`src/rtl/guess_if.sv`:
```
// guess_if: user-side bus of the digit-guessing FSM
interface guess_if;
    logic [3:0] digito;
    logic       confirma;
    logic [3:0] entrada;
    logic [3:0] estado;
    logic [2:0] tentativas;
    logic       erro;
    modport master (output digito, confirma, input entrada, estado, tentativas, erro);
    modport slave  (input digito, confirma, output entrada, estado, tentativas, erro);
endinterface

```
`src/rtl/guess_fsm.sv`:
```
// guess_fsm: four-digit code entry with match scoring, result hold and lockout
module guess_fsm #(
    parameter logic [3:0] SEG0 = 4'd1,
    parameter logic [3:0] SEG1 = 4'd2,
    parameter logic [3:0] SEG2 = 4'd3,
    parameter logic [3:0] SEG3 = 4'd4,
    parameter int HOLD_CYCLES = 16,
    parameter int MAX_TENTATIVAS = 3
) (
    input logic clk,
    input logic reset,
    guess_if.slave bus
);
    typedef enum logic [3:0] {
        ESPERA          = 4'b0000,
        D1              = 4'b0001,
        D2              = 4'b0010,
        D3              = 4'b0011,
        CHECK           = 4'b0100,
        SUCESSO_TOTAL   = 4'b0110,
        SUCESSO_PARCIAL = 4'b1101,
        FALHA           = 4'b1110,
        BLOQUEADO       = 4'b1111
    } state_t;
    localparam logic [2:0] max_t = 3'(MAX_TENTATIVAS);
    localparam logic [15:0] hold_load = 16'(HOLD_CYCLES - 1);
    state_t state, state_n;
    logic [3:0][3:0] slots, slots_n;
    logic [3:0] entrada, entrada_n;
    logic [2:0] tent, tent_n, hits;
    logic [15:0] hold, hold_n;
    logic erro, erro_n, conf_q, primed, press;
    // next state and datapath; entry states are consecutive codes so D3+1 is CHECK
    always_comb begin
        state_n = state;
        slots_n = slots;
        entrada_n = entrada;
        tent_n = tent;
        hold_n = hold;
        erro_n = 1'b0;
        press = bus.confirma & ~conf_q & primed;
        hits = 3'(slots[0] == SEG0) + 3'(slots[1] == SEG1) + 3'(slots[2] == SEG2) + 3'(slots[3] == SEG3);
        case (state)
            ESPERA, D1, D2, D3: begin
                if (press && bus.digito <= 4'd9) begin
                    slots_n[state[1:0]] = bus.digito;
                    entrada_n = bus.digito;
                    state_n = state_t'(state + 4'd1);
                end else if (press) begin
                    erro_n = 1'b1;
                end
            end
            CHECK: begin
                entrada_n = {1'b0, hits};
                hold_n = hold_load;
                state_n = hits == 3'd4 ? SUCESSO_TOTAL : hits == 3'd0 ? FALHA : SUCESSO_PARCIAL;
                tent_n = hits == 3'd4 ? 3'd0 : tent == 3'd7 ? 3'd7 : tent + 3'd1;
            end
            SUCESSO_TOTAL, SUCESSO_PARCIAL, FALHA: begin
                if (hold != 16'd0) begin
                    hold_n = hold - 16'd1;
                end else if (tent >= max_t) begin
                    state_n = BLOQUEADO;
                end else begin
                    state_n = ESPERA;
                    entrada_n = 4'd0;
                end
            end
            default: state_n = state;
        endcase
    end
    // state and datapath registers; primed masks a level held through reset release
    always_ff @(posedge clk) begin
        if (reset) begin
            state <= ESPERA;
            slots <= '0;
            entrada <= 4'd0;
            tent <= 3'd0;
            hold <= 16'd0;
            erro <= 1'b0;
            conf_q <= 1'b0;
            primed <= 1'b0;
        end else begin
            state <= state_n;
            slots <= slots_n;
            entrada <= entrada_n;
            tent <= tent_n;
            hold <= hold_n;
            erro <= erro_n;
            conf_q <= bus.confirma;
            primed <= 1'b1;
        end
    end
    assign bus.estado = state;
    assign bus.entrada = entrada;
    assign bus.tentativas = tent;
    assign bus.erro = erro;
endmodule

```
`src/flat_wrapper.sv`:
```
// flat-port wrapper written by rule: the top's interface ports become plain ports
module guess_fsm_flat 
#(
    parameter logic [3:0] SEG0 = 4'd1,
    parameter logic [3:0] SEG1 = 4'd2,
    parameter logic [3:0] SEG2 = 4'd3,
    parameter logic [3:0] SEG3 = 4'd4,
    parameter int HOLD_CYCLES = 16,
    parameter int MAX_TENTATIVAS = 3
)
  (clk, reset, bus_digito, bus_confirma, bus_entrada, bus_estado, bus_tentativas, bus_erro);
  guess_if bus_i ();
  input logic clk;
  input logic reset;
  input wire logic [$bits(bus_i.digito)-1:0] bus_digito;
  input wire logic [$bits(bus_i.confirma)-1:0] bus_confirma;
  output wire logic [$bits(bus_i.entrada)-1:0] bus_entrada;
  output wire logic [$bits(bus_i.estado)-1:0] bus_estado;
  output wire logic [$bits(bus_i.tentativas)-1:0] bus_tentativas;
  output wire logic [$bits(bus_i.erro)-1:0] bus_erro;
  assign bus_i.digito = bus_digito;
  assign bus_i.confirma = bus_confirma;
  assign bus_entrada = bus_i.entrada;
  assign bus_estado = bus_i.estado;
  assign bus_tentativas = bus_i.tentativas;
  assign bus_erro = bus_i.erro;
  guess_fsm #(.SEG0(SEG0), .SEG1(SEG1), .SEG2(SEG2), .SEG3(SEG3), .HOLD_CYCLES(HOLD_CYCLES), .MAX_TENTATIVAS(MAX_TENTATIVAS)) u_core (.clk(clk), .reset(reset), .bus(bus_i));
endmodule
```
`config.mk`:
```
export PLATFORM = sky130hd
export DESIGN_NAME = guess_fsm_flat
export DESIGN_NICKNAME = d
export VERILOG_FILES = /design/src/rtl/guess_if.sv /design/src/rtl/guess_fsm.sv /design/src/flat_wrapper.sv
export SDC_FILE = /design/constraint.sdc
export NUM_CORES = 1
export LEC_CHECK = 0
export CAP_MARGIN = 20
export CORE_UTILIZATION = 60
export CTS_BUF_LIST = sky130_fd_sc_hd__clkbuf_4 sky130_fd_sc_hd__clkbuf_8
export DETAILED_ROUTE_END_ITERATION = 16
export PLACE_DENSITY = 0.91
export RECOVER_POWER = 100
export SYNTH_ARGS = -nofsm -noshare
export SYNTH_HDL_FRONTEND = slang
export SYNTH_SLANG_ARGS = --single-unit
```
`constraint.sdc`:
```
create_clock -name clk -period 3.44 [get_ports clk]
set_input_delay 0.344 -clock clk [delete_from_list [all_inputs] [get_ports clk]]
set_output_delay 0.344 -clock clk [all_outputs]
set_load 0.005 [all_outputs]
```
==> results.json, run 1 <==
{
  "syn_to_final_growth_pct": 11.4,
  "cp.required_ns": 3.59,
  "syn_inst": 267,
  "cts-hold-fix-buffers": 0,
  "post-route-min-period_ns": 2.77,
  "clock-skew-final_ns": 0.00541,
  "grt_pass1_wl_um": 8430,
  "mappedNetlistNets": 284,
  "crit_path_end_kind": "flip-flop",
  "share_of_post_route_cells_with_drive_strength_above_1": 0.0645,
  "rsz_0062_raised_after_global_routing": "no",
  "via_count_of_the_first_global_routing_pass": 1885,
  "layout.cells.non_filler": 327,
  "clk_latency_ns": 0.30,
  "overflow_left_after_global_routing": 0,
  "wire_per_inst_um": 14.9,
  "yosys_warnings": 0,
  "worst_slew_margin": 0.242,
  "ys_async_sr_fraction": 0,
  "vias": 1948,
  "synthDominantAreaCellType": "dfxtp_1",
  "die-area_um2": 4110,
  "yosys_register_bits": 46,
  "vdd_ir_drop_max_mv": 0.294,
  "setup_viol_count_final": 0,
  "cts.reportedPaths.clkPinSlew_ns": 0.08,
  "placed_cells_incl_taps": 320,
  "run_status": "completed",
  "grt_antenna_before_repair": 0,
  "antenna-diode-count": 0,
  "cpMaxStageDelayCell": "or4b_2",
  "buffer_ports.inserted": 18,
  "core_area_um2": 3690,
  "synth-edff-count": 0,
  "average_footprint_of_a_synthesized_cell_um2": 8.66,
  "total_leakage_power_uw": 0.000940,
  "initial_utilization": 0.627,
  "cts_tree": "done",
  "seq_area_frac_synth": 0.398,
  "timing.reg2reg.setup_slack_ns": 0.67,
  "drtAntennaViolNets": 0,
  "wirelength_met1_um": 2250,
  "detail_route.vias_per_cell": 5.96,
  "clock-root-buffer": "clkbuf_8",
  "die_height_um": 64.1,
  "synth.most_common_cell": "dfxtp_1",
  "mappedNetlistArea_um2": 2310,
  "drt_iter0_markers": 136,
  "drc_errors": 0,
  "rd_place_congestion": 0.857,
  "hpwlAfterDp_um": 3490,
  "crit_type": "reg2reg",
  "hold_path.class": "reg2reg",
  "synth_top_cell_area_share": 0.398,
  "rows": 22,
  "h_tree_depth": 2,
  "maxClockFrequency_mhz": 362,
  "cts-resized-gates": 0,
  "cell_by_cell_listing_of_the_critical_path": "or4b_2 > fa_1 > inv_1 > ha_1 > nor2b_1 > a21oi_1 > a211o_1 > mux2i_1 > nor2_1",
  "i_o_pin_count": 19,
  "final.fill_count": 293,
  "met2_wirelength_um": 2290,
  "timing.final.hold_violations": 0,
  "tightestPinTransition_ns": 1.14,
  "postRouteWirelength_um": 4890,
  "cts-buffers-inserted": 5,
  "grt_max_degree": 27,
  "startpoint_type": "flip-flop",
  "synthTopCellsByCount": "dfxtp_1 (46), nand2_1 (30), a21oi_1 (25), nor2_1 (22), nand3_1 (21)",
  "max_stage_delay_ns": 0.70,
  "cts_post_setup_buffers_inserted": 0,
  "synth.distinct_cells": 53,
  "top_layer": "met4",
  "power.density_cell_area_nw_per_um2": 421,
  "postLayoutCoreUtil": 0.698,
  "cell_types_with_the_largest_area_share_after_synthesis": "dfxtp_1 (40%), a21oi_1 (5.4%), ha_1 (4.9%), nand2_1 (4.9%), nand3_1 (4.5%)",
  "number_of_violations_of_the_max_capacitance_limit": 0,
  "peak_fanout_along_the_critical_path": 5,
  "grt_usage": 0.267,
  "ys.flop_type": "dfxtp_1",
  "firstDrtPassIters": 4,
  "nets": 296,
  "timing_max_transition_violations_final": 0,
  "totalNegativeSetupSlack_ns": 0,
  "die_width_um": 64.1,
  "finalCritPeriodShare": 0.804,
  "clk_path_buf_depth": 2,
  "number_of_sinks_on_the_clock_net": 46,
  "met3WireLength_um": 271,
  "arrival_ns": 2.92
}
==> critical path, delay by kind of cell, from the launching register on <==
| kind | cells | cell delay [ns] |
|---|---|---|
| AO/OA/AOI/OAI | 2 | 0.48 |
| adder cells (fa/ha/maj) | 2 | 0.66 |
| buffers and inverters | 1 | 0.07 |
| flip-flops | 1 | 0.31 |
| multiplexers | 1 | 0.16 |
| AND/OR/NAND/NOR | 3 | 0.94 |
==> path summary, 6_finish.rpt <==
kind	start	to	depth (start not counted)
worst max-delay path	u_core.slots[15]$_SDFFE_PP0P_	u_core.bus.estado[3]$_SDFFE_PP0P_	9
worst min-delay path	u_core.slots[10]$_SDFFE_PP0P_	u_core.slots[10]$_SDFFE_PP0P_	2
worst max register to register	u_core.slots[15]$_SDFFE_PP0P_	u_core.bus.estado[3]$_SDFFE_PP0P_	9
worst min register to register	u_core.slots[10]$_SDFFE_PP0P_	u_core.slots[10]$_SDFFE_PP0P_	2
==> final cells by class <==
class	instances	area, um2	area share
Clock buffer	7	83.8	0.0325
Tap cell	48	60.1	0.0233
Sequential cell	46	921	0.357
Multi-Input combinational cell	197	1290	0.501
Timing Repair Buffer	19	184	0.0714
Inverter	10	37.5	0.0146
==> where the power goes <==
group          internal [uW]  switching [uW]
clock                    156             170
combinational           74.7             116
sequential               550            18.4
total                    781             305
==> state kept, by name, summed over array words and instances, names as in the netlist <==
signal and count:
u_core.hold 16, u_core.slots 16, u_core.bus.entrada 4, u_core.bus.estado 4, u_core.bus.tentativas 3, u_core.bus.erro 1
u_core.conf_q 1, u_core.primed 1
==> layout by cell type, fill, tap and decap left out, types with 2 or more instances in the layout <==
cell type / Yosys / routed
dfxtp_1: 46 / 46
nand2_1: 30 / 30
a21oi_1: 25 / 25
nor2_1: 22 / 22
nand3_1: 21 / 21
dlygate4sd3_1: 0 / 14
inv_1: 10 / 10
ha_1: 9 / 9
xor2_1: 8 / 8
o21ai_0: 6 / 7
nand4_1: 6 / 6
nor3_1: 6 / 6
a211oi_1: 5 / 5
clkbuf_8: 0 / 5
or4_1: 4 / 4
mux2i_1: 4 / 4
clkdlybuf4s50_1: 0 / 4
nand4b_1: 3 / 3
nor2b_1: 3 / 3
a22oi_1: 2 / 3
o22ai_1: 3 / 3
o31ai_1: 3 / 3
nor4b_1: 2 / 2
nor4_4: 2 / 2
nor3b_1: 2 / 2
nand3_2: 2 / 2
nor4_1: 2 / 2
or3_1: 2 / 2
clkbuf_4: 0 / 2
==> cell families after synthesis <==
kind of cell,share of synthesized area
AOI/OAI and AO/OA,0.157
DFF,0.398
muxes,0.0173
buffers and inverters,0.0417
xor gates and xnor gates,0.0341
and+or+nand+nor,0.294
adders and majority gates,0.0574
==> stage by stage <==
| step | hold WS (ns) | total power (uW) | setup slack, ns | cell area, um2 |
|---|---|---|---|---|
| finish | 0.460 | 1090 | 0.675 | 2580 |
| global route | 0.480 | 1140 | 0.558 | 2580 |
| CTS | 0.462 | 1090 | 0.736 | 2580 |
| detailed placement | 0.450 | 775 | 0.737 | 2500 |
| global placement | 0.443 | 772 | 0.834 | 2500 |
| floorplan | 0.428 | 717 | 0.911 | 2310 |
==> layer usage <==
| metal | vias to the layer above | track usage |
|---|---|---|
| met1 | 901 | 0.331 |
| met3 | 9 | 0.0732 |
| met5 | - | 0 |
| li1 | 985 | - |
| met4 | 0 | 0.102 |
| met2 | 53 | 0.438 |
(Power assumes the default switching activity.)
==> inputs of run 2 (changes only) <==
==> constraint.sdc (replaced) <==
create_clock -name clk -period 2.8 [get_ports clk]
set_input_delay 0.28 -clock clk [delete_from_list [all_inputs] [get_ports clk]]
set_output_delay 0.28 -clock clk [all_outputs]
set_load 0.005 [all_outputs]
==> results.json, run 2 (synthesis results as in run 1) <==
{
  "run_status": "completed",
  "clk_path_buf_depth": 2,
  "hold_path.class": "reg2reg",
  "most-common-layout-cells": "dfxtp_1 (46), nand2_1 (30), a21oi_1 (25)",
  "drtAntennaViolNets": 0,
  "setup_viol_count_final": 0,
  "total_leakage_power_uw": 0.000950,
  "arrival_ns": 2.83,
  "antenna-diode-count": 0,
  "via_count_of_the_first_global_routing_pass": 1934,
  "cts_post_setup_buffers_inserted": 0,
  "cp.required_ns": 2.99,
  "buffer_ports.inserted": 18,
  "die_width_um": 64.1,
  "detail_route.vias_per_cell": 6.25,
  "maxClockFrequency_mhz": 378,
  "placed_cells_incl_taps": 325,
  "post-route-min-period_ns": 2.64,
  "die-area_um2": 4110,
  "crit_path_end_kind": "flip-flop",
  "h_tree_depth": 2,
  "cts_tree": "done",
  "final.fill_count": 298,
  "met1_usage": 0.326,
  "crit_type": "reg2reg",
  "power.density_cell_area_nw_per_um2": 510,
  "worst_slew_margin": 0.564,
  "clock-root-buffer": "clkbuf_8",
  "vdd_ir_drop_max_mv": 0.394,
  "die_height_um": 64.1,
  "rsz_0062_raised_after_global_routing": "no",
  "top_usage_layer": "met2",
  "wire_per_inst_um": 15.1,
  "grt_antenna_before_repair": 0,
  "i_o_pin_count": 19,
  "syn_to_final_growth_pct": 11.5,
  "core_area_um2": 3690,
  "startpoint_type": "flip-flop",
  "number_of_sinks_on_the_clock_net": 46,
  "rows": 22,
  "nets": 301,
  "overflow_left_after_global_routing": 0,
  "finalCritPeriodShare": 0.945,
  "tightestPinTransition_ns": 0.653,
  "clock-skew-final_ns": 0.00506,
  "cts.reportedPaths.clkPinSlew_ns": 0.08,
  "peak_fanout_along_the_critical_path": 5,
  "layout_commonest_cell": "dfxtp_1",
  "initial_utilization": 0.627,
  "rd_place_congestion": 0.828,
  "timing.final.hold_violations": 0,
  "number_of_violations_of_the_max_capacitance_limit": 0,
  "share_of_post_route_cells_with_drive_strength_above_1": 0.0739,
  "timing_max_transition_violations_final": 0,
  "vias": 2074,
  "clk_latency_ns": 0.30,
  "cts-buffers-inserted": 5,
  "grt_pass1_wl_um": 8650,
  "grt_usage": 0.271,
  "global_route.usage.met2": 0.451,
  "postRouteWirelength_um": 5010,
  "hpwlAfterDp_um": 3570,
  "totalNegativeSetupSlack_ns": 0,
  "fraction_of_met3_tracks_used_by_global_routing": 0.0732,
  "firstDrtPassIters": 4,
  "grt_max_degree": 26,
  "reg.largest.list": "u_core.hold: 16 flops, u_core.slots: 16 flops",
  "drt_iter0_markers": 181,
  "layout.cells.non_filler": 332,
  "drc_errors": 0
}
==> run 2: worst max-delay path: stages, from the launching register on <==
cell and delay, ns:
dfxtp_1 0.31, or4b_2 0.70, fa_1 0.43, inv_1 0.06, ha_1 0.23, nor2b_1 0.18, a21oi_1 0.16, a211o_1 0.29
mux2i_1 0.13, nor2_1 0.05
==> run 2: repair_timing <==
action	in CTS	in global routing
endpoints found under the setup margin	0	3
hold buffers	0	0
resized for setup	0	1
endpoints found under the hold margin	0	0
==> run 2: through the flow <==
| stage | instance area (um2) | total power [uW] | utilization | hold WS [ns] | worst slack (ns) |
|---|---|---|---|---|---|
| finish | 2580 | 1320 | 0.699 | 0.458 | 0.155 |
| global placement | 2540 | 956 | 0.688 | 0.443 | 0.196 |
| CTS | 2620 | 1340 | 0.710 | 0.459 | 0.146 |
| global route | 2580 | 1370 | 0.699 | 0.470 | 0.00108 |
| detailed placement | 2540 | 963 | 0.688 | 0.448 | 0.158 |
| floorplan | 2310 | 881 | - | 0.423 | 0.271 |
==> run 2: report_power, final <==
part | total, uW | switching [uW] | leakage [uW] | internal, uW
Combinational | 237 | 143 | 0.000534 | 94.0
Clock | 380 | 212 | 0.0000438 | 168
Sequential | 698 | 22.5 | 0.000372 | 676
==> run 2: path summary, 6_finish.rpt <==
check	endpoint	cells after the start	start	slack, ns
setup / recovery	u_core.bus.estado[3]$_SDFFE_PP0P_	9	u_core.slots[15]$_SDFFE_PP0P_	0.16
hold / removal	u_core.slots[11]$_SDFFE_PP0P_	2	u_core.slots[11]$_SDFFE_PP0P_	0.46
setup reg to reg	u_core.bus.estado[3]$_SDFFE_PP0P_	9	u_core.slots[15]$_SDFFE_PP0P_	0.16
hold reg to reg	u_core.slots[11]$_SDFFE_PP0P_	2	u_core.slots[11]$_SDFFE_PP0P_	0.46
==> run 2: final cells by class <==
class,instances,area (um2),area share
Multi-Input combinational cell,197,1260,0.490
Inverter,10,37.5,0.0146
Sequential cell,46,921,0.357
Tap cell,48,60.1,0.0233
Clock buffer,5,68.8,0.0267
Timing Repair Buffer,24,218,0.0844
Clock inverter,2,10.0,0.00388
==> run 2: routing by layer <==
metal  share of wire  up-vias
met5               0        -
met1            0.44      985
li1                -      999
met4           0.013        0
met3           0.069        8
met2            0.47       82
==> inputs of run 3 (changes only) <==
--- a/config.mk
+++ b/config.mk
@@ -6,10 +6,10 @@
 export NUM_CORES = 1
 export LEC_CHECK = 0
 export CAP_MARGIN = 20
-export CORE_UTILIZATION = 60
+export CORE_UTILIZATION = 54
 export CTS_BUF_LIST = sky130_fd_sc_hd__clkbuf_4 sky130_fd_sc_hd__clkbuf_8
 export DETAILED_ROUTE_END_ITERATION = 16
-export PLACE_DENSITY = 0.91
+export PLACE_DENSITY = 0.87
 export RECOVER_POWER = 100
 export SYNTH_ARGS = -nofsm -noshare
 export SYNTH_HDL_FRONTEND = slang
==> constraint.sdc (replaced) <==
create_clock -name clk -period 2.1 [get_ports clk]
set_input_delay 0.21 -clock clk [delete_from_list [all_inputs] [get_ports clk]]
set_output_delay 0.21 -clock clk [all_outputs]
set_load 0.005 [all_outputs]
==> results.json, run 3 (synthesis results as in run 1) <==
{
  "nets": 326,
  "placed_cells_incl_taps": 346,
  "drtAntennaViolNets": 0,
  "via_count_of_the_first_global_routing_pass": 1929,
  "hold_path.class": "reg2reg",
  "core_area_um2": 4060,
  "cts_tree": "done",
  "number_of_sinks_on_the_clock_net": 46,
  "die-area_um2": 4550,
  "postRouteWirelength_um": 6170,
  "worst_slew_margin": 0.614,
  "vdd_ir_drop_max_mv": 0.418,
  "post-route-min-period_ns": 2.38,
  "firstDrtPassIters": 4,
  "arrival_ns": 2.59,
  "grt_pass1_wl_um": 9120,
  "reg.largest.list": "u_core.hold: 16 flops, u_core.slots: 16 flops",
  "startpoint_type": "flip-flop",
  "final_design_area_no_fill_um2": 2920,
  "violations": "negative setup slack",
  "post-route-worst-setup-slack_ns": -0.280,
  "rd_place_congestion": 0.880,
  "buffer_ports.inserted": 18,
  "power.density_cell_area_nw_per_um2": 666,
  "clock-skew-final_ns": 0.0120,
  "cts-buffers-inserted": 5,
  "number_of_violations_of_the_max_capacitance_limit": 0,
  "cts.reportedPaths.clkPinSlew_ns": 0.10,
  "initial_utilization": 0.570,
  "wire_per_inst_um": 17.1,
  "grt_usage": 0.271,
  "antenna-diode-count": 0,
  "share_of_post_route_cells_with_drive_strength_above_1": 0.223,
  "rows": 23,
  "rsz_0062_raised_after_global_routing": "yes",
  "overflow_left_after_global_routing": 0,
  "finalCritPeriodShare": 1.13,
  "total_leakage_power_uw": 0.00110,
  "clk_latency_ns": 0.31,
  "crit_type": "reg2reg",
  "hpwlAfterDp_um": 3940,
  "grt_max_degree": 21,
  "drt_iter0_markers": 217,
  "timing.final.hold_violations": 0,
  "cts-hold-fix-buffers": 0,
  "die_width_um": 67.4,
  "timing_max_transition_violations_final": 0,
  "layout.cells.non_filler": 360,
  "i_o_pin_count": 19,
  "placement.setup.worst_slack_ns": -0.151,
  "maxClockFrequency_mhz": 420,
  "setup_viol_count_final": 9,
  "clk_path_buf_depth": 2,
  "vias": 2177,
  "run_status": "complete, but fails checks",
  "crit_path_end_kind": "flip-flop",
  "syn_to_final_growth_pct": 26.1,
  "grt_antenna_before_repair": 0,
  "dpl_cell_area_um2": 2730,
  "peak_fanout_along_the_critical_path": 2,
  "drc_errors": 0,
  "detail_route.vias_per_cell": 6.05,
  "tightestPinTransition_ns": 0.575,
  "most-common-layout-cells": "dfxtp_1 (43), nand2_1 (30), buf_4 (27)",
  "clock-root-buffer": "clkbuf_8",
  "layout_commonest_cell": "dfxtp_1",
  "die_height_um": 67.4,
  "cp.required_ns": 2.31,
  "h_tree_depth": 2
}
[run 3: changes by cell type in the layout (fill, tap and decap cells not counted), moves of 3 or more]
cell             previous run  this run
buf_4                       4        27
dlygate4sd3_1              13        10
nor4b_1                     3         0
dfxtp_1                    46        43
dfxtp_2                     0         3
clkbuf_2                    0         3
clkdlybuf4s50_1             5         8
ha_1                        9         6
[run 3: report_power, final]
group	leakage, uW	switching [uW]	internal, uW
sequential	0.000374	27.5	901
clock	0.0000447	325	241
combinational	0.000678	249	199
total	0.00110	601	1340
[run 3: area by class of cell]
cell class | instances | area [um2]
fill | 275 | 1140
tap | 50 | 62.6
sequential | 46 | 925
inverter | 10 | 37.5
timing repair buffer | 49 | 418
clock inverter | 3 | 25.0
multi-input combinational | 197 | 1380
clock buffer | 5 | 68.8
[run 3: final timing paths]
| path | startpoint | end | slack, ns | cells past startpoint |
|---|---|---|---|---|
| min reg2reg | u_core.bus.entrada[3]$_SDFFE_PP0P_ | u_core.bus.entrada[3]$_SDFFE_PP0P_ | 0.46 | 2 |
| min | u_core.bus.entrada[3]$_SDFFE_PP0P_ | u_core.bus.entrada[3]$_SDFFE_PP0P_ | 0.46 | 2 |
| max reg2reg | u_core.slots[12]$_SDFFE_PP0P_ | u_core.bus.estado[1]$_SDFFE_PP0P_ | -0.28 | 9 |
| max | u_core.slots[12]$_SDFFE_PP0P_ | u_core.bus.estado[1]$_SDFFE_PP0P_ | -0.28 | 9 |
[run 3: what timing repair did]
item | 4_1_cts | 5_1_grt
resized for setup | 6 | 12
buffers inserted | 1 | 5
pin swaps | 2 | 10
endpoints found under the setup margin | 8 | 13
[run 3: per-layer routing]
| layer | share of wire | track usage |
|---|---|---|
| met4 | 0.028 | 0.0904 |
| met3 | 0.068 | 0.0625 |
| met2 | 0.49 | 0.443 |
| met1 | 0.41 | 0.349 |
| met5 | 0 | 0 |
[run 3: per-stage QoR]
step	power (uW)	hold slack, ns	TNS (ns)	utilization
after detailed placement	1340	0.447	-0.959	0.672
final	1940	0.464	-1.21	0.719
after floorplan	1180	0.353	-0.0459	-
after global placement	1330	0.441	-0.240	0.672
after CTS	1900	0.461	-0.359	0.703
after global routing	2020	0.491	-2.17	0.719
[run 3: critical path, cell delays in order, from the launching register on]
cell      delay (ns)
dfxtp_1         0.32
or4b_4          0.54
fa_2            0.39
inv_2           0.07
ha_4            0.20
nor2b_4         0.12
buf_4           0.12
buf_4           0.10
a31oi_1         0.11
a311oi_1        0.32
